File: config.mk
export PLATFORM = sky130hd
export DESIGN_NAME = pf_lanectrl_pause_ctrl
export DESIGN_NICKNAME = d
export VERILOG_FILES = /design/src/rtl/pf_lanectrl_pause_pkg.sv /design/src/rtl/pf_lanectrl_pause_ctrl_lane.sv /design/src/rtl/pf_lanectrl_pause_ctrl.sv
export SDC_FILE = /design/constraint.sdc
export NUM_CORES = 1
export LEC_CHECK = 0
export ABC_AREA = 1
export CAP_MARGIN = 10
export CELL_PAD_IN_SITES_DETAIL_PLACEMENT = 0
export CELL_PAD_IN_SITES_GLOBAL_PLACEMENT = 1
export CORE_MARGIN = 2
export CORE_UTILIZATION = 44
export DETAILED_ROUTE_END_ITERATION = 8
export PLACE_DENSITY = 0.86
export RECOVER_POWER = 25
export SETUP_SLACK_MARGIN = 0.5
export SLEW_MARGIN = 20
export SYNTH_ARGS = -nofsm -noshare
export SYNTH_HDL_FRONTEND = slang
export SYNTH_HIERARCHICAL = 1
export SYNTH_SLANG_ARGS = --single-unit
File: constraint.sdc
create_clock -name CLK -period 1.9 [get_ports CLK]
set_clock_uncertainty 0.1 [all_clocks]
set_input_delay 0.38 -clock CLK [delete_from_list [all_inputs] [get_ports CLK]]
set_output_delay 0.38 -clock CLK [all_outputs]
set_load 0.01 [all_outputs]
File: src/rtl/pf_lanectrl_pause_pkg.sv
// -----------------------------------------------------------------------------
// pf_lanectrl_pause_pkg
// Shared types and constants for the multi-lane HS_IO_CLK_PAUSE conditioner.
//   PAUSE_CNT_W  : width of the per-lane pause/gap counter
//   lane_state_e : per-lane FSM state (IDLE / ASSERT / HOLD / GAP)
//   is_pausing() : decode of the states during which the lane output is high
// -----------------------------------------------------------------------------
package pf_lanectrl_pause_pkg;

    localparam int PAUSE_CNT_W = 4;

    typedef enum logic [1:0] {
        ST_IDLE   = 2'd0,
        ST_ASSERT = 2'd1,
        ST_HOLD   = 2'd2,
        ST_GAP    = 2'd3
    } lane_state_e;

    function automatic logic is_pausing(input lane_state_e st);
        return (st == ST_ASSERT) || (st == ST_HOLD);
    endfunction

endpackage

File: src/rtl/pf_lanectrl_pause_ctrl_lane.sv
// -----------------------------------------------------------------------------
// pf_lanectrl_pause_lane
// One pause lane: synchroniser, min-width / min-gap FSM, counter, pending bit
// and the registered pause output.
// Optional feature: PF_LANECTRL_PAUSE_NEGEDGE_EN clocks the output flop on the
// falling edge of clk (half a cycle earlier, same widths).
// Ports:
//   clk         in   sole clock
//   rst         in   asynchronous active-high reset
//   pause_raw   in   raw pause request, asynchronous to clk
//   pause_sync  out  conditioned pause, registered
//   busy        out  lane FSM is not IDLE (combinational, registered by top)
//   stretch_det out  a request dropped before the minimum width (combinational)
// -----------------------------------------------------------------------------
module pf_lanectrl_pause_lane
    import pf_lanectrl_pause_pkg::*;
#(
    parameter int SYNC_STAGES = 2,
    parameter int MIN_PAUSE   = 2,
    parameter int MIN_GAP     = 1
) (
    input  logic clk,
    input  logic rst,
    input  logic pause_raw,
    output logic pause_sync,
    output logic busy,
    output logic stretch_det
);

    localparam logic [PAUSE_CNT_W-1:0] CNT_ONE     = PAUSE_CNT_W'(1);
    localparam logic [PAUSE_CNT_W-1:0] MIN_PAUSE_C = PAUSE_CNT_W'(MIN_PAUSE);
    localparam logic [PAUSE_CNT_W-1:0] MIN_GAP_C   = PAUSE_CNT_W'(MIN_GAP);

    // ---------------------------------------------------------------------
    // Synchroniser. The first flop is the metastability catcher and carries
    // the sync/keep attributes so tools keep it intact and place it tightly.
    // ---------------------------------------------------------------------
    (* async_reg = "true", keep = "true" *) logic sync_meta_q;
    logic s;

    // NOTE: every flop uses non-blocking assignment so all registers update
    // from the same pre-edge values, independent of process ordering.
    always_ff @(posedge clk or posedge rst) begin
        if (rst) sync_meta_q <= 1'b0;
        else     sync_meta_q <= pause_raw;
    end

    generate
        if (SYNC_STAGES == 1) begin : g_sync_one
            assign s = sync_meta_q;
        end else begin : g_sync_tail
            logic [SYNC_STAGES-2:0] tail_q;
            always_ff @(posedge clk or posedge rst) begin
                if (rst) begin
                    tail_q <= '0;
                end else begin
                    tail_q[0] <= sync_meta_q;
                    for (int i = 1; i < SYNC_STAGES - 1; i++) begin
                        tail_q[i] <= tail_q[i-1];
                    end
                end
            end
            assign s = tail_q[SYNC_STAGES-2];
        end
    endgenerate

    // ---------------------------------------------------------------------
    // FSM, counter and pending bit
    // ---------------------------------------------------------------------
    lane_state_e            state_q, state_d;
    logic [PAUSE_CNT_W-1:0] cnt_q, cnt_d;
    logic                   pending_q, pending_d;

    always_ff @(posedge clk or posedge rst) begin
        if (rst) begin
            state_q   <= ST_IDLE;
            cnt_q     <= '0;
            pending_q <= 1'b0;
        end else begin
            state_q   <= state_d;
            cnt_q     <= cnt_d;
            pending_q <= pending_d;
        end
    end

    // NOTE: every output of this block gets a default before the case, so no
    // path leaves a signal unassigned and no latch is inferred.
    always_comb begin
        state_d     = state_q;
        cnt_d       = cnt_q;
        pending_d   = pending_q;
        stretch_det = 1'b0;
        unique case (state_q)
            ST_IDLE: begin
                if (s) begin
                    state_d = ST_ASSERT;
                    cnt_d   = CNT_ONE;
                end
            end
            ST_ASSERT: begin
                if (cnt_q == MIN_PAUSE_C) begin
                    if (s) begin
                        state_d = ST_HOLD;
                    end else begin
                        state_d = ST_GAP;
                        cnt_d   = CNT_ONE;
                    end
                end else begin
                    cnt_d = cnt_q + CNT_ONE;
                    // Request already gone but the pulse is still short:
                    // the lane is stretching it.
                    if (!s) stretch_det = 1'b1;
                end
            end
            ST_HOLD: begin
                if (!s) begin
                    state_d = ST_GAP;
                    cnt_d   = CNT_ONE;
                end
            end
            ST_GAP: begin
                // Remember a request arriving during the gap so it is
                // replayed once the minimum low time has elapsed.
                if (s) pending_d = 1'b1;
                if (cnt_q == MIN_GAP_C) begin
                    if (pending_q || s) begin
                        state_d   = ST_ASSERT;
                        cnt_d     = CNT_ONE;
                        pending_d = 1'b0;
                    end else begin
                        state_d = ST_IDLE;
                    end
                end else begin
                    cnt_d = cnt_q + CNT_ONE;
                end
            end
            default: state_d = ST_IDLE;
        endcase
    end

    assign busy = (state_q != ST_IDLE);

    // ---------------------------------------------------------------------
    // Output flop: registered decode of the pausing states
    // ---------------------------------------------------------------------
    logic pause_sync_q, pause_sync_d;

    always_comb begin
        pause_sync_d = is_pausing(state_q);
    end

`ifdef PF_LANECTRL_PAUSE_NEGEDGE_EN
    always_ff @(negedge clk or posedge rst) begin
        if (rst) pause_sync_q <= 1'b0;
        else     pause_sync_q <= pause_sync_d;
    end
`else
    always_ff @(posedge clk or posedge rst) begin
        if (rst) pause_sync_q <= 1'b0;
        else     pause_sync_q <= pause_sync_d;
    end
`endif

    assign pause_sync = pause_sync_q;

endmodule

File: src/rtl/pf_lanectrl_pause_ctrl.sv
// -----------------------------------------------------------------------------
// pf_lanectrl_pause_ctrl
// Multi-lane HS_IO_CLK_PAUSE conditioner: per-lane synchronisation with
// minimum pause width and minimum inter-pause gap, sticky stretch flags and
// an aggregate busy flag.
// Optional feature: PF_LANECTRL_PAUSE_NEGEDGE_EN (falling-edge output flops,
// see pf_lanectrl_pause_lane). Flags and busy are always rising-edge.
// Ports:
//   CLK                   in   sole clock
//   RESET                 in   asynchronous active-high reset
//   HS_IO_CLK_PAUSE       in   [LANES] raw pause requests, asynchronous
//   STATUS_CLR            in   synchronous clear of PAUSE_STRETCHED
//   HS_IO_CLK_PAUSE_SYNC  out  [LANES] conditioned pause per lane
//   PAUSE_STRETCHED       out  [LANES] sticky: lane extended a short request
//   PAUSE_BUSY            out  registered OR of all lanes not IDLE
// -----------------------------------------------------------------------------
module pf_lanectrl_pause_ctrl
    import pf_lanectrl_pause_pkg::*;
#(
    parameter int LANES       = 4,
    parameter int SYNC_STAGES = 2,
    parameter int MIN_PAUSE   = 2,
    parameter int MIN_GAP     = 1
) (
    input  logic             CLK,
    input  logic             RESET,
    input  logic [LANES-1:0] HS_IO_CLK_PAUSE,
    input  logic             STATUS_CLR,
    output logic [LANES-1:0] HS_IO_CLK_PAUSE_SYNC,
    output logic [LANES-1:0] PAUSE_STRETCHED,
    output logic             PAUSE_BUSY
);

    generate
        if (LANES < 1 || LANES > 16 || SYNC_STAGES < 1 || SYNC_STAGES > 4 ||
            MIN_PAUSE < 1 || MIN_PAUSE > 15 || MIN_GAP < 1 || MIN_GAP > 15)
        begin : g_bad_param
            $fatal(1, "pf_lanectrl_pause_ctrl: parameter out of range");
        end
    endgenerate

    logic [LANES-1:0] lane_busy;
    logic [LANES-1:0] lane_stretch;

    generate
        for (genvar l = 0; l < LANES; l++) begin : g_lane
            pf_lanectrl_pause_lane #(
                .SYNC_STAGES (SYNC_STAGES),
                .MIN_PAUSE   (MIN_PAUSE),
                .MIN_GAP     (MIN_GAP)
            ) u_lane (
                .clk         (CLK),
                .rst         (RESET),
                .pause_raw   (HS_IO_CLK_PAUSE[l]),
                .pause_sync  (HS_IO_CLK_PAUSE_SYNC[l]),
                .busy        (lane_busy[l]),
                .stretch_det (lane_stretch[l])
            );
        end
    endgenerate

    logic [LANES-1:0] stretched_q, stretched_d;
    logic             busy_q, busy_d;

    always_comb begin
        // Set is OR-ed after the clear so a new stretch in the clear cycle wins.
        stretched_d = (stretched_q & ~{LANES{STATUS_CLR}}) | lane_stretch;
        busy_d      = |lane_busy;
    end

    always_ff @(posedge CLK or posedge RESET) begin
        if (RESET) begin
            stretched_q <= '0;
            busy_q      <= 1'b0;
        end else begin
            stretched_q <= stretched_d;
            busy_q      <= busy_d;
        end
    end

    assign PAUSE_STRETCHED = stretched_q;
    assign PAUSE_BUSY      = busy_q;

endmodule

---- Yosys cells after proc, flatten, opt, wreduce, memory -nomap -nowiden ----
Cells that the tools add are included.
operators by class
  $add $sub $neg .......................... 4
  equality and inequality tests ........... 40
  muxes and demuxes ....................... 76
  bitwise operators ....................... 3
  reductions and logical operators ........ 25
operators with widths
  kind                 number
  $mux 4               20
  $pmux 4 s4           4
  $mux 1               32
  $mux 2               16
  $pmux 2 s4           4
  $ne 2x1->1 const B   12
  $add 4x1->4 const B  4
  $eq 2x2->1 const B   8
  $eq 4x1->1 const B   4
  $eq 4x2->1 const B   4
  $reduce_and 4->1     4
  $ne 3x3->1 const B   4
  $eq 2x1->1 const B   4
  $logic_not 2->1      4
  $logic_or 1x1->1     8
  $ne 2x2->1 const B   4
  $reduce_and 2->1     4
  $reduce_bool 2->1    4
  $and 4x4->4          1
  $not 4->4            1
  $or 4x4->4           1
  $reduce_or 4->1      1
word-level totals
  flip-flop bits (word level) ............. 45
  input bits .............................. 7
  output and inout bits ................... 9
  word-level logic and storage cells ...... 174

---- Longest topological paths before layout ----
Gate-level depths: netlist (run 1).
  depth after elaboration ................. 4
  mapped depth ............................ 9
  depth with buffers taken out ............ 9

---- Modules after synthesis ----
Netlist (run 1), hierarchy kept.
modules (own cells, without submodules)
  module                  times used  cells each  area each (µm²)  seq. area each (µm²)
  pf_lanectrl_pause_lane  4           95          679.4            250.2
  pf_lanectrl_pause_ctrl  1           22          188.9            125.1

---- Worst setup path after synthesis (run 1) ----
No wires, ideal clock.
  path kind ............................... reg2reg
  start point ............................. register g_lane[1].u_lane.state_q[0]
  end point ............................... register g_lane[1].u_lane.cnt_q[0]
  library setup time ...................... 0.113 ns
  arrival ................................. 1.178 ns
  required time ........................... 1.687 ns
  slack ................................... 0.509 ns
  stages on the path, launching flop included .. 10
  path buffers ............................ 0
  clock period less this slack ............ 1.391 ns
  path through ............................ dfrtp_1 inv_1 ha_1 inv_1 nor2_1 a21oi_2 inv_2 nand2_1 nand2_1 inv_1
on the way
  cells in the longest elaborated chain, start to end .. 3
  elaborated cells between the ends (all ways) .. 8
  those cells by class .................... 5 x eq/ne; 1 x mux; 2 x reduce/logical
RTL lines
  element                                             RTL line                           text
  from (decl)                                         pf_lanectrl_pause_ctrl_lane.sv:70  lane_state_e state_q, state_d;
  from (signal assigned)                              pf_lanectrl_pause_ctrl_lane.sv:80  state_q <= state_d;
  $eq 2x2->1 or $logic_not 2->1 (tied branches)       pf_lanectrl_pause_ctrl_lane.sv:93  unique case (state_q)
  $ne 3x3->1 (no line) or $ne 2x1->1 (tied branches)  n/a
  $reduce_and 2->1 (no line)                          n/a
  to (signal assigned)                                pf_lanectrl_pause_ctrl_lane.sv:81  cnt_q <= cnt_d;
  to (decl)                                           pf_lanectrl_pause_ctrl_lane.sv:71  logic [PAUSE_CNT_W-1:0] cnt_q, cnt_d;
Several ways; a longest one is shown, not always the timed one.
A chain may end at the register's enable or synchronous reset.

---- Worst setup path after layout (run 1) ----
  start point ............................. register g_lane[2].u_lane.cnt_q[1]
  end point ............................... register g_lane[2].u_lane.state_q[1]
on the way
  cells in the longest elaborated chain, start to end .. 3
  elaborated cells between the ends (all ways) .. 5
  those cells by class .................... 4 x eq/ne; 1 x reduce/logical
RTL lines
  element                                   RTL line
  from (decl)                               pf_lanectrl_pause_ctrl_lane.sv:71
  from (signal assigned)                    pf_lanectrl_pause_ctrl_lane.sv:81
  $eq 4x2->1 or $eq 4x1->1 (tied branches)  pf_lanectrl_pause_ctrl_lane.sv:101, pf_lanectrl_pause_ctrl_lane.sv:125
  $ne 2x1->1 (no line)                      n/a
  $reduce_and 4->1 (no line) (*)            n/a
  to (signal assigned)                      pf_lanectrl_pause_ctrl_lane.sv:80
  to (decl)                                 pf_lanectrl_pause_ctrl_lane.sv:70
Mark *: on every way between the ends. The rest lies on a longest branch, timed or not.

==> run summary, run 1 <==
The xor/xnor share of the synthesized area is 1.21%. The initial utilization of the core area, before any placement, comes to 45.5%. The final critical-path share of the clock period is 78.5%, and the met1 routing resource usage after global routing is 24.1%. The source-to-sink clock delay at the later pin of the worst-skew pair was 0.29 ns; the layout filler cell count was 548.

The total of hold buffers inserted after clock tree synthesis came out at 0. The flow ran to the end, and the final reports show no timing, DRC or antenna violations. Setup violations remaining at the end of the flow were counted as 0. The first global-routing pass estimated 11600 um of wire. Yosys printed 6 warnings. The highest net fanout along the worst path was 4; the total wirelength of the detailed-routed design was 7360 um. Summed over all failing endpoints, the final setup total negative slack is 0 ns. Measured against its own limit, the worst slew margin works out to 70.4%.

The mean instance size in the synthesized netlist was 7.23 um^2. The fmax is 0.670 GHz. The relative contribution of sequential cells to total power is 25.3%. The synthesized netlist devotes 4.13% of its cell area to compound gates. The fraction of the mapped netlist area in adder cells came out at 12.1%. The tightest min-delay check is of the reg2reg type. The placeable core area is 6390 um^2, and the static leakage power is 0.00207 uW. Input and output buffers added on the ports amount to 15. At the worst endpoint, the required time is 1.98 ns. The share of synthesized cell area in and, or, nand and nor gates was 33.8%. Cell taking the most area after synthesis: sky130_fd_sc_hd__dfrtp_1. In this run, the number of DRC markers left after iteration 0 of detailed routing was 118. The synthesized netlist occupies a cell area of 2910 um^2. Global routing used 19.5% of the available tracks across all layers. The final layout contains 501 nets.

The number of nets in the synthesized netlist is 437. The logs give 0 for the initial antenna violation count and 402 for the number of instances in the synthesized netlist. The number of global-route vias before repair came out at 2634. Of the post-synthesis cell area, the dominant cell type holds 38.7%. TritonCTS built the clock tree. After synthesis, the share of cell area in mux cells is 0%.

STA classifies the critical path startpoint as a register. The post-layout minimum cycle time came out at 1.49 ns. Cells with a size suffix above 1 make up 40.0% of the layout. The maximum clock path buffer count is 2, and the met2 track utilization from global routing is 35.2%. In the routed layout, each cell is associated on average with a via count of 4.99.

The detail route stage leaves a number of antenna-violating nets equal to 0. The run gives 0 as the final-report max-slew violation count. Setup repair after global routing could not meet its margin everywhere.

Peak supply drop: 0.882 mV. The number of storage elements in the synthesis netlist was 45. In this run switching power makes up 46.4% of total power. In this run the power spent charging and discharging nets is 3070 uW. The kind of capture point of the worst setup path was a register. For the detailed placement HPWL, the log shows 4610 um. For the reg-to-reg setup timing slack, the log shows 0.41 ns. The number of clock sinks was 45; the distinct cell type count after synthesis was 16. The multi-input combinational cells in the finished layout cover a total of 2020 um^2. Worst setup path category: reg2reg. Ranked by total cell area, the synthesized netlist is headed by sky130_fd_sc_hd__dfrtp_1 39%, sky130_fd_sc_hd__nand2_1 18%, sky130_fd_sc_hd__ha_1 12%, sky130_fd_sc_hd__inv_1 7.9%, sky130_fd_sc_hd__nand3_1 5.5%. Internal power comes to 3540 uW.

The pre-CTS setup slack is 0.313 ns. The clock slew seen by the registers of the worst setup and hold paths is 0.08 ns. In this run, the clock network consumes 8.5% of the power. The number of clock buffers inserted by TritonCTS was 5; the number of core rows was 29.

The floorplan step defined a die boundary enclosing 7270 um^2. The run gives 0 as the antenna diode count. The tools report the final weighted congestion in routability-driven placement as 0.937. In the final routed layout, each cell accounts on average for 13.5 um. Across the whole layout, storage elements account for 1140 um^2. The tools report the slack of the critical path as 0.408 ns.

The first detailed-routing pass ran for 4 iterations. The die is 85.3 um tall. The overflow left after global routing was 0; the met3 layer usage reported by global route was 3.21%. Across the run, the number of max-cap violations was 0.

During I/O placement, the number of pins put on the boundary was 16. Clock tree synthesis selected as its root buffer the cell sky130_fd_sc_hd__clkbuf_8. The post-synthesis sequential area ratio is 38.7%, and the cell area power density is 1610 nW/um^2. The die width was 85.3 um; the instance area at placement was 3150 um^2. The H-tree was split into 2 levels.

Final hold analysis gives a worst-case slack of 0.253 ns. The measured slew at the worst slew-check pin came out at 0.444 ns. The run gives 0 as the final-report hold violation count. After global routing, the most crowded layer is met2.

For the worst setup path, the data arrival time is 1.57 ns. The maximum number of pins on one net before global-route repair came out at 14. After synthesis, the largest family of logic cells by area is simple AND/OR/NAND/NOR gates.

The DRC violation count after routing is 0, and the final instance area is 4110 um^2. Summing over every cut layer, the via total after detailed routing is 2712. The area growth from synthesis to layout is 41.4%.

Combinational cells account for 66.2% of the total power.
Yosys cell counts:
library cell	count
sky130_fd_sc_hd__a21oi_1	8
sky130_fd_sc_hd__a21oi_2	4
sky130_fd_sc_hd__dfrtp_1	45
sky130_fd_sc_hd__ha_1	28
sky130_fd_sc_hd__inv_1	61
sky130_fd_sc_hd__inv_2	17
sky130_fd_sc_hd__nand2_1	141
sky130_fd_sc_hd__nand2_2	8
sky130_fd_sc_hd__nand3_1	32
sky130_fd_sc_hd__nand3_2	4
sky130_fd_sc_hd__nand4_1	8
sky130_fd_sc_hd__nor2_1	30
sky130_fd_sc_hd__nor3_2	4
sky130_fd_sc_hd__o21ai_0	4
sky130_fd_sc_hd__o22ai_1	4
sky130_fd_sc_hd__xor2_1	4
power by group through the flow:
stage / Combinational (uW) / Sequential, uW / Clock [uW]
final: 4380 / 1670 / 565
after CTS: 3420 / 1580 / 598
after global placement: 2680 / 1560 / 0
after floorplan: 1980 / 1550 / 0
after global routing: 4840 / 1710 / 638
after detailed placement: 2700 / 1570 / 0
layer usage:
metal  vias to the layer above  wire length [um]
met5                         -                 0
met4                         0                61
met3                         6               228
met2                        50              3970
met1                      1291              3100
li1                       1365                 -
per-stage QoR:
stage	total power [uW]	util [%]	std cells
after floorplan	3530	-	402
after global placement	4240	49.4	494
after detailed placement	4280	49.4	494
after CTS	5600	57.2	532
after global routing	7190	64.4	544
final	6620	64.4	544
logic make-up (layout without fill, tap and decap cells):
kind of cell | Yosys count | count (layout)
AND/OR/NAND/NOR | 227 | 227
flip-flops | 45 | 45
buffers and inverters | 78 | 143
adder cells (fa/ha/maj) | 28 | 28
XOR/XNOR | 4 | 4
AO/OA/AOI/OAI | 20 | 20
path summary, 6_finish.rpt:
kind / start / end / depth (start not counted)
min: g_lane[2].u_lane/sync_meta_q / g_lane[2].u_lane/g_sync_tail.tail_q / 0
min reg2reg: g_lane[2].u_lane/sync_meta_q / g_lane[2].u_lane/g_sync_tail.tail_q / 0
max reg2reg: g_lane[2].u_lane/cnt_q[1] / g_lane[2].u_lane/state_q[1] / 9
max in group asynchronous: RESET / g_lane[0].u_lane/cnt_q[1] / 2
min in group asynchronous: RESET / PAUSE_STRETCHED[0] / 2
max: g_lane[2].u_lane/cnt_q[1] / g_lane[2].u_lane/state_q[1] / 9
critical path, cell delays in order (launching register included):
cell                      delay [ns]
sky130_fd_sc_hd__dfrtp_1        0.45
sky130_fd_sc_hd__buf_6          0.14
sky130_fd_sc_hd__ha_4           0.14
sky130_fd_sc_hd__nand3_4        0.09
sky130_fd_sc_hd__nand2_4        0.10
sky130_fd_sc_hd__nand2_4        0.07
sky130_fd_sc_hd__nor2_1         0.09
sky130_fd_sc_hd__nand2_1        0.09
sky130_fd_sc_hd__nand2_1        0.08
sky130_fd_sc_hd__nand2_1        0.05
registers in the layout, indices dropped and copies added, names as in the netlist:
register / cells
g_lane.u_lane/cnt_q: 16
g_lane.u_lane/pending_q: 4
g_lane.u_lane/g_sync_tail.tail_q: 4
g_lane.u_lane/pause_sync: 4
g_lane.u_lane/state_q: 8
PAUSE_BUSY: 1
g_lane.u_lane/sync_meta_q: 4
PAUSE_STRETCHED: 4
placed cells by master, fill, tap and decap left out:
| cell | n |
|---|---|
| sky130_fd_sc_hd__o22ai_1 | 4 |
| sky130_fd_sc_hd__clkbuf_8 | 5 |
| sky130_fd_sc_hd__dfrtp_1 | 36 |
| sky130_fd_sc_hd__nand3_4 | 7 |
| sky130_fd_sc_hd__ha_2 | 5 |
| sky130_fd_sc_hd__inv_4 | 8 |
| sky130_fd_sc_hd__o21ai_0 | 3 |
| sky130_fd_sc_hd__nor3_2 | 2 |
| sky130_fd_sc_hd__inv_2 | 33 |
| sky130_fd_sc_hd__nor2_4 | 6 |
| sky130_fd_sc_hd__clkdlybuf4s50_1 | 1 |
| sky130_fd_sc_hd__inv_1 | 37 |
| sky130_fd_sc_hd__dlygate4sd3_1 | 5 |
| sky130_fd_sc_hd__buf_4 | 32 |
| sky130_fd_sc_hd__buf_2 | 3 |
| sky130_fd_sc_hd__nor2_2 | 13 |
| sky130_fd_sc_hd__ha_1 | 3 |
| sky130_fd_sc_hd__ha_4 | 20 |
| sky130_fd_sc_hd__nor2_1 | 11 |
| sky130_fd_sc_hd__nand3_1 | 28 |
| sky130_fd_sc_hd__clkinv_2 | 2 |
| sky130_fd_sc_hd__o21ai_1 | 1 |
| sky130_fd_sc_hd__clkbuf_1 | 1 |
| sky130_fd_sc_hd__a21oi_4 | 4 |
| sky130_fd_sc_hd__nand2_1 | 129 |
| sky130_fd_sc_hd__nor3_4 | 2 |
| sky130_fd_sc_hd__nand3_2 | 1 |
| sky130_fd_sc_hd__nand2_2 | 11 |
| sky130_fd_sc_hd__xor2_1 | 4 |
| sky130_fd_sc_hd__clkdlybuf4s15_1 | 1 |
| sky130_fd_sc_hd__a21oi_1 | 8 |
| sky130_fd_sc_hd__nand2_4 | 9 |
| sky130_fd_sc_hd__buf_6 | 10 |
| sky130_fd_sc_hd__nand4_1 | 8 |
| sky130_fd_sc_hd__clkbuf_2 | 5 |
| sky130_fd_sc_hd__dfrtp_2 | 9 |
what timing repair did:
action,in CTS,in global routing
pin swaps,13,44
setup buffers,30,12
gates cloned,0,0
endpoints found under the hold margin,0,0
endpoints found under the setup margin,33,34
resized for setup,89,103
layout make-up:
type	instances	area share [%]
clock buffer	6	1.77
clock inverter	2	0.244
inverter	78	7.61
multi-input combinational	279	49.1
sequential	45	27.7
tap	77	2.34
timing repair buffer	57	11.3
(Power assumes the default switching activity.)
==> run 2: changes to the inputs <==
--- a/config.mk
+++ b/config.mk
@@ -10,9 +10,9 @@
 export CELL_PAD_IN_SITES_DETAIL_PLACEMENT = 0
 export CELL_PAD_IN_SITES_GLOBAL_PLACEMENT = 1
 export CORE_MARGIN = 2
-export CORE_UTILIZATION = 44
+export CORE_UTILIZATION = 40
 export DETAILED_ROUTE_END_ITERATION = 8
-export PLACE_DENSITY = 0.86
+export PLACE_DENSITY = 0.82
 export RECOVER_POWER = 25
 export SETUP_SLACK_MARGIN = 0.5
 export SLEW_MARGIN = 20
==> constraint.sdc (replaced) <==
create_clock -name CLK -period 1.2 [get_ports CLK]
set_clock_uncertainty 0.1 [all_clocks]
set_input_delay 0.24 -clock CLK [delete_from_list [all_inputs] [get_ports CLK]]
set_output_delay 0.24 -clock CLK [all_outputs]
set_load 0.01 [all_outputs]
==> run 2 against run 1 <==
Effect of this change:
- first-iteration DRC count fell by 19%
- non-clock buffer count grew 62
- die area increased by 9.5%
- wire length increased by 5.1%
- register-to-register slack worse by 0.66 ns
- fmax increased by 2.5%
- the run now ends with setup timing left
- total power is 75% higher
- via count rose by 6.7%
- final cell count rose by 15%
- largest cell class unchanged
- largest power group unchanged
- setup slack lost 0.66 ns
==> run summary, run 2 (synthesis results as in run 1) <==
Excluding fillers, the count of instances in the completed layout stands at 628. The run gives 0 as the DRC violation count after routing. The class of the most critical hold timing path was reg2reg.

The peak supply drop is 1.46 mV, and the die width is 89.2 um. The clock root buffer is sky130_fd_sc_hd__clkbuf_8. For the pin with the worst max-slew slack, the measured transition is 0.486 ns. Longest individual stage delay on the worst path: 0.46 ns. Leaving out fill and tap cells, the most frequent cell in the layout is sky130_fd_sc_hd__nand2_1. For the maximum number of pins on one net before global-route repair, the log shows 14. Detailed placement ended at an HPWL of 5380 um.

The tools report the fmax as 0.687 GHz. The largest registers in the layout are g_lane.u_lane/cnt_q (16), g_lane.u_lane/state_q (8). The antenna diode count was 0; the final instance area was 4700 um^2. For this run, the total global-route usage over all layers was measured as 19.9%. Buffers inserted during clock tree synthesis total 5. TritonCTS built the clock tree. The tools report the final-report hold violation count as 0.

The number of flip-flops under the largest register name was 16; the area occupied by registers was 1140 um^2. The worst setup path category was reg2reg. Routability-driven placement finished with a final weighted congestion of 0.853. The first routing iteration left 96 violations. STA classifies the critical path endpoint as a register.

The critical path's top delay family was simple AND/OR/NAND/NOR gates. Highest net fanout along the worst path: 4. No sink is reached through more buffers than the 2 on the longest clock path. The H-tree was split into 2 levels. The clock slew seen by the registers of the worst setup and hold paths is 0.09 ns.

In this run the worst setup path begins at g_lane[2].u_lane/cnt_q[0]. The final reports fail on setup timing. During placement, the flow inserted port buffers numbering 15. For this design, the slowest cell found on the critical path is sky130_fd_sc_hd__dfrtp_2. Counting stages on the worst path, the most repeated cell is sky130_fd_sc_hd__nand2_1. In this run the power density over the cells is 2460 nW/um^2.

After filler insertion, the fill cell instance count of the layout stands at 615. For the slack of the critical path, the log shows -0.256 ns. At the worst endpoint, the required time is 1.29 ns. Setup violations remaining at the end of the flow were counted as 33.

For the overflow left after global routing, the log shows 0. Once the floorplan was initialized, standard cells occupied 40.7% of the core. Headroom to the max-slew limit came out at 67.6%. The die extent in y is 89.2 um, and the count of nets after finishing is 563.

The run finished, with violations left. Data arrives at the worst endpoint at 1.55 ns. The number of cells after detailed placement was 593; the placeable core area was 7140 um^2. Using the TritonRoute via totals, the vias-per-cell ratio works out to 4.61. The critical path goes through inv_2, ha_4, nand3_4, nand2_4, nand2_4, nor2_1, nand2_1, nand2_1, nand2_1.

Source of the worst hold timing path: g_lane[1].u_lane/sync_meta_q. Buffers inserted to repair hold after CTS numbered 0. The run gives 0.00240 uW as the static leakage power. The design draws 11500 uW. Summing all multi-input logic gate instances after layout gives 2040 um^2. Dividing the final minimum period by the clock period gives 121%. Final hold analysis gives a worst-case slack of 0.253 ns.

The run gives 0 as the initial antenna violation count. The total wirelength of the detailed-routed design was 7730 um; the number of core rows was 31. The detailed-route via count is 2894. The first global-routing pass estimated 12400 um of wire.

Setup repair after global routing could not meet its margin everywhere. In the final routed layout, each cell accounts on average for 12.3 um. The remaining antenna violation count after routing is 0, and the number of global-route vias before repair is 2843.

Summing all placed instances gives a cell area of 3970 um^2. The tools report the number of top-level pins as 16. The tree built by TritonCTS fans out to 45 sinks. The max-capacitance violation count was 0; the combined buffer and inverter count along the critical path was 1.

STA classifies the critical path startpoint as a register. The layout cell share with drive strength beyond 1 is 49.5%, and the source-to-sink clock delay at the later pin of the worst-skew pair is 0.30 ns. The worst path in the final design needs a cycle of 1.46 ns, including I/O delays and setup.

The die covers 7960 um^2. The area growth from synthesis to layout is 61.7%. The final-report max-slew violation count is 0. In the layout the commonest cells are 130 x sky130_fd_sc_hd__nand2_1, 84 x sky130_fd_sc_hd__buf_4, 36 x sky130_fd_sc_hd__dfrtp_1, 36 x sky130_fd_sc_hd__inv_1, 31 x sky130_fd_sc_hd__inv_2. Start of the worst register-to-register path: g_lane[2].u_lane/cnt_q[0]. Before antenna repair, the detailed router went through 4 iterations. The share of the core filled with cells in the final layout was 65.8%. The register bank with the most flops is g_lane.u_lane/cnt_q.
==> run 2: cell count changes in the layout (fill, tap and decap cells not counted), moves of 5 or more <==
cell                       previous run  this run
sky130_fd_sc_hd__nand3_1             28        21
sky130_fd_sc_hd__clkbuf_2             5         0
sky130_fd_sc_hd__a21oi_2              0         5
sky130_fd_sc_hd__a21oi_1              8         3
sky130_fd_sc_hd__nand3_2              1         8
sky130_fd_sc_hd__buf_4               32        84
sky130_fd_sc_hd__buf_6               10        19
==> run 2: area by class of cell <==
class	instances	area share, %
repair buffers	119	21.1
inverters	78	6.87
clock inverters	2	0.213
well taps	99	2.64
clock buffers	6	1.54
flip-flops and latches	45	24.2
multi-input cells	279	43.4
==> run 2: routing by layer <==
metal  track usage, %  part of all wire, %  vias up
met3             3.32                  2.2       10
met1             23.8                   42     1352
li1                 -                    -     1487
met4             5.83                  1.3        0
met5                0                    0        -
met2             36.5                   54       45
==> run 2: power breakdown <==
| group | total (uW) | internal (uW) | switching, uW |
|---|---|---|---|
| logic | 8040 | 3990 | 4050 |
| clock network | 931 | 405 | 526 |
| registers | 2580 | 2060 | 519 |
==> run 2: path summary, 6_finish.rpt <==
path                                                       endpoint  slack [ns]  cells past startpoint
worst max-delay path                    g_lane[2].u_lane/state_q[0]       -0.26                      9
worst min-delay path            g_lane[1].u_lane/g_sync_tail.tail_q        0.25                      0
worst max register to register          g_lane[2].u_lane/state_q[0]       -0.26                      9
worst min register to register  g_lane[1].u_lane/g_sync_tail.tail_q        0.25                      0
max in group asynchronous                 g_lane[2].u_lane/cnt_q[0]        0.17                      3
min in group asynchronous                                PAUSE_BUSY        0.30                      2
==> run 2: what timing repair did <==
| item | CTS | global route |
|---|---|---|
| pin swaps | 29 | 44 |
| resized for setup | 118 | 56 |
| setup endpoints to repair | 46 | 46 |
| buffers inserted | 17 | 10 |
==> run 2: per-stage QoR <==
| step | setup slack [ns] | TNS (ns) |
|---|---|---|
| after floorplan | -0.121 | -2.69 |
| after global placement | -0.216 | -5.65 |
| after detailed placement | -0.272 | -6.55 |
| after CTS | -0.242 | -5.42 |
| after global routing | -0.372 | -8.24 |
| final | -0.256 | -5.68 |
==> run 3: changes to the inputs <==
--- a/config.mk
+++ b/config.mk
@@ -10,9 +10,10 @@
 export CELL_PAD_IN_SITES_DETAIL_PLACEMENT = 0
 export CELL_PAD_IN_SITES_GLOBAL_PLACEMENT = 1
 export CORE_MARGIN = 2
-export CORE_UTILIZATION = 40
+export CORE_UTILIZATION = 44
+export CTS_CLUSTER_DIAMETER = 50
 export DETAILED_ROUTE_END_ITERATION = 8
-export PLACE_DENSITY = 0.82
+export PLACE_DENSITY_LB_ADDON = 0.08
 export RECOVER_POWER = 25
 export SETUP_SLACK_MARGIN = 0.5
 export SLEW_MARGIN = 20
==> constraint.sdc (replaced) <==
create_clock -name CLK -period 1.45 [get_ports CLK]
set_clock_uncertainty 0.1 [all_clocks]
set_input_delay 0.29 -clock CLK [delete_from_list [all_inputs] [get_ports CLK]]
set_output_delay 0.29 -clock CLK [all_outputs]
set_load 0.01 [all_outputs]
==> run 3 against run 2 <==
Effect of this change:
- the flow still finishes with violations (setup timing)
- clock power decreased by 18%
- sequential share of layout area increased by 1.6 points
- utilization increased by 3.5 points
- hold slack improved by 0.00087 ns
- count of clock-buffer cells in the layout unchanged
- first-iteration DRC count decreased by 3.1%
- setup slack improved by 0.23 ns
- via count decreased by 5.3%
- die area decreased by 8.7%
- non-clock buffer count decreased by 43
- global-route usage increased by 0.84 points
- critical endpoint is now g_lane[3].u_lane/cnt_q[0]
==> run summary, run 3 (synthesis results as in run 1) <==
The run finished, with violations left. The checks that failed: setup timing. Number of flip-flops under the largest register name: 16. The register with the most flip-flops in the final layout is g_lane.u_lane/cnt_q. Global routing finished with a remaining overflow of 0.

The final layout contains routed wiring with a total length of 7340 um. Dividing the detail-routed wire length by the instance count gives 13.0 um. The worst register-to-register path has a depth of 9. The setup-violating endpoint count in the final report was 5; the cell area power density was 2120 nW/um^2. The worst setup path category was reg2reg. The run gives -0.0282 ns as the slack of the critical path. The logs give 1.59 ns for the worst endpoint required time and 45.5% for the initial cell density of the core.

The data arrival time of the critical path was 1.62 ns. The tools report the startpoint of the worst setup timing path as g_lane[3].u_lane/cnt_q[0]. 16 I/O pins were placed.

The most common cell after layout, fill and taps aside was sky130_fd_sc_hd__nand2_1. The tools report the number of global-route vias before repair as 2683. Measured slew at the worst slew-check pin: 0.616 ns.

After routing the design area is 4430 um^2. The critical path runs through a total of 9 cells. The critical path goes through buf_6, ha_4, nand3_4, inv_4, a21oi_4, inv_2, nand2_2, nand2_1, inv_1.

Reg-to-reg setup timing slack: -0.03 ns. The die is 85.3 um tall. Count of nets after finishing: 520. For this run, the share of the core covered by cells in the final layout is 69.3%.

From synthesis to final layout, the design area changed by 52.3%. In this run the tool buffered the top-level ports with 15 buffer cells. At the later pin of the worst-skew pair, clock insertion delay measures 0.30 ns.

The highest net fanout along the worst path is 4. Following the worst setup path forward leads to its endpoint at g_lane[3].u_lane/cnt_q[0]. TritonCTS created 5 clock buffers. Clock slew seen by the registers of the worst setup and hold paths: 0.09 ns. The path class of the tightest hold or removal check is reg2reg.

The peak supply drop is 1.25 mV, and the remaining antenna violation count after routing is 0. The library cells used most frequently in the layout, excluding fill and tap cells, are 127 x sky130_fd_sc_hd__nand2_1, 41 x sky130_fd_sc_hd__buf_4, 35 x sky130_fd_sc_hd__inv_2, 31 x sky130_fd_sc_hd__dfrtp_1, 30 x sky130_fd_sc_hd__inv_1. Fmax: 0.676 GHz. For the final weighted congestion in routability-driven placement, the log shows 0.873.

For this block, the via count after detailed routing is 2742. The max-capacitance violation count came out at 0. The first TritonRoute pass finished after 4 iterations. In this design, the largest share of critical-path delay is due to flip-flops.

0 antenna diodes ended up in the layout. In this run the cell area measured after placement is 3460 um^2. The final critical path takes up 102% of the cycle. For the final-report max-slew violation count, the log shows 0.

The floorplan step set the die width to 85.3 um. The relative slew slack came out at 58.9%. The critical path's slowest cell was sky130_fd_sc_hd__dfrtp_1. Detailed placement HPWL: 4900 um. The tools report the first-pass GRT wire length as 12100 um. The tree is rooted in a sky130_fd_sc_hd__clkbuf_8.

The maximum number of pins on one net before global-route repair is 14. The final-report hold violation count is 0, and the total of hold buffers inserted after clock tree synthesis is 0. The maximum clock path buffer count was 2; the DRC violation count after routing was 0. Setup repair after global routing could not meet its margin everywhere. TritonCTS built the clock tree. The initialized floorplan defines 29 standard-cell rows. The placeable core area came out at 6390 um^2.

In the final layout, the registers with the most flip-flops are g_lane.u_lane/cnt_q (16), g_lane.u_lane/state_q (8). After routing, the total negative slack on setup checks comes to -0.0667 ns. The worst setup path is captured at a register.

For this run, the total global-route usage over all layers was measured as 20.7%. The floorplan step defined a die boundary enclosing 7270 um^2. The number of H-tree levels is 2, and the static leakage power is 0.00217 uW. The combined buffer and inverter count along the critical path is 4, and the longest individual stage delay on the worst path is 0.42 ns. In this run the critical register-to-register path is launched from g_lane[3].u_lane/cnt_q[0].

The critical path launch point type is a register. In the routed layout, each cell is associated on average with a via count of 4.87. After the first detailed-routing iteration, the DRC count stood at 93.

The initial antenna violation count was 0. The endpoint of the lowest-slack register-to-register path is g_lane[3].u_lane/cnt_q[0]. The post-layout minimum cycle time works out to 1.48 ns. The layout cell share with drive strength beyond 1 came out at 48.1%.

Clock tree synthesis found a total of 45 sinks.
[run 3: changes by cell type in the layout (fill, tap and decap cells not counted), moves of 4 or more]
cell,before,now
sky130_fd_sc_hd__buf_4,84,41
sky130_fd_sc_hd__nand3_2,8,1
sky130_fd_sc_hd__inv_1,36,30
sky130_fd_sc_hd__nand3_1,21,27
sky130_fd_sc_hd__dfrtp_1,36,31
sky130_fd_sc_hd__dfrtp_2,9,14
sky130_fd_sc_hd__ha_4,16,21
sky130_fd_sc_hd__inv_2,31,35
sky130_fd_sc_hd__nand2_4,8,12
sky130_fd_sc_hd__nor2_1,12,8
[run 3: how the worst min path moves through the flow]
stage | startpoint | end | slack, ns | cells past startpoint
floorplan | RESET | PAUSE_BUSY | -0.03 | 1
global placement | g_lane[0].u_lane/sync_meta_q | g_lane[0].u_lane/g_sync_tail.tail_q | 0.23 | 0
detailed placement | g_lane[1].u_lane/sync_meta_q | g_lane[1].u_lane/g_sync_tail.tail_q | 0.24 | 0
CTS | RESET | PAUSE_STRETCHED[0] | 0.23 | 2
global route | g_lane[0].u_lane/sync_meta_q | g_lane[0].u_lane/g_sync_tail.tail_q | 0.26 | 0
finish | g_lane[1].u_lane/sync_meta_q | g_lane[1].u_lane/g_sync_tail.tail_q | 0.25 | 0
[run 3: repair_timing]
| item | 4_1_cts | 5_1_grt |
|---|---|---|
| buffers inserted | 23 | 15 |
| endpoints found under the setup margin | 46 | 50 |
| pin swaps | 42 | 33 |
| gates resized for setup | 168 | 38 |
[run 3: metal layers]
metal / share of wire, % / global-route usage, % / vias up
met1: 45 / 26.5 / 1290
met3: 2.8 / 4.38 / 4
li1: - / - / 1405
met2: 51 / 35.5 / 43
met5: 0 / 0 / -
met4: 0.63 / 5.92 / 0
[run 3: power by group]
part           leakage, uW  switching (uW)  internal (uW)
clock network    0.0000450             430            335
logic              0.00158            3390           3060
registers         0.000542             452           1710
[run 3: through the flow]
step	total power [uW]	setup WS, ns	hold WS [ns]	std cells
2_1_floorplan	4880	0.129	-0.0315	402
3_3_place_gp	6160	0.00336	0.233	517
3_5_place_dp	6210	-0.0264	0.237	517
4_1_cts	8760	-0.00424	0.232	548
5_1_grt	10100	-0.0932	0.262	563
6_report	9390	-0.0282	0.254	563
[run 3: layout make-up]
cell class              instances  area (um^2)
clock inverters                 2         10.0
clock buffers                   6         72.6
fillers                       527         1960
flip-flops and latches         45         1140
well taps                      77         96.3
repair buffers                 76          637
inverters                      78          329
multi-input cells             279         2140
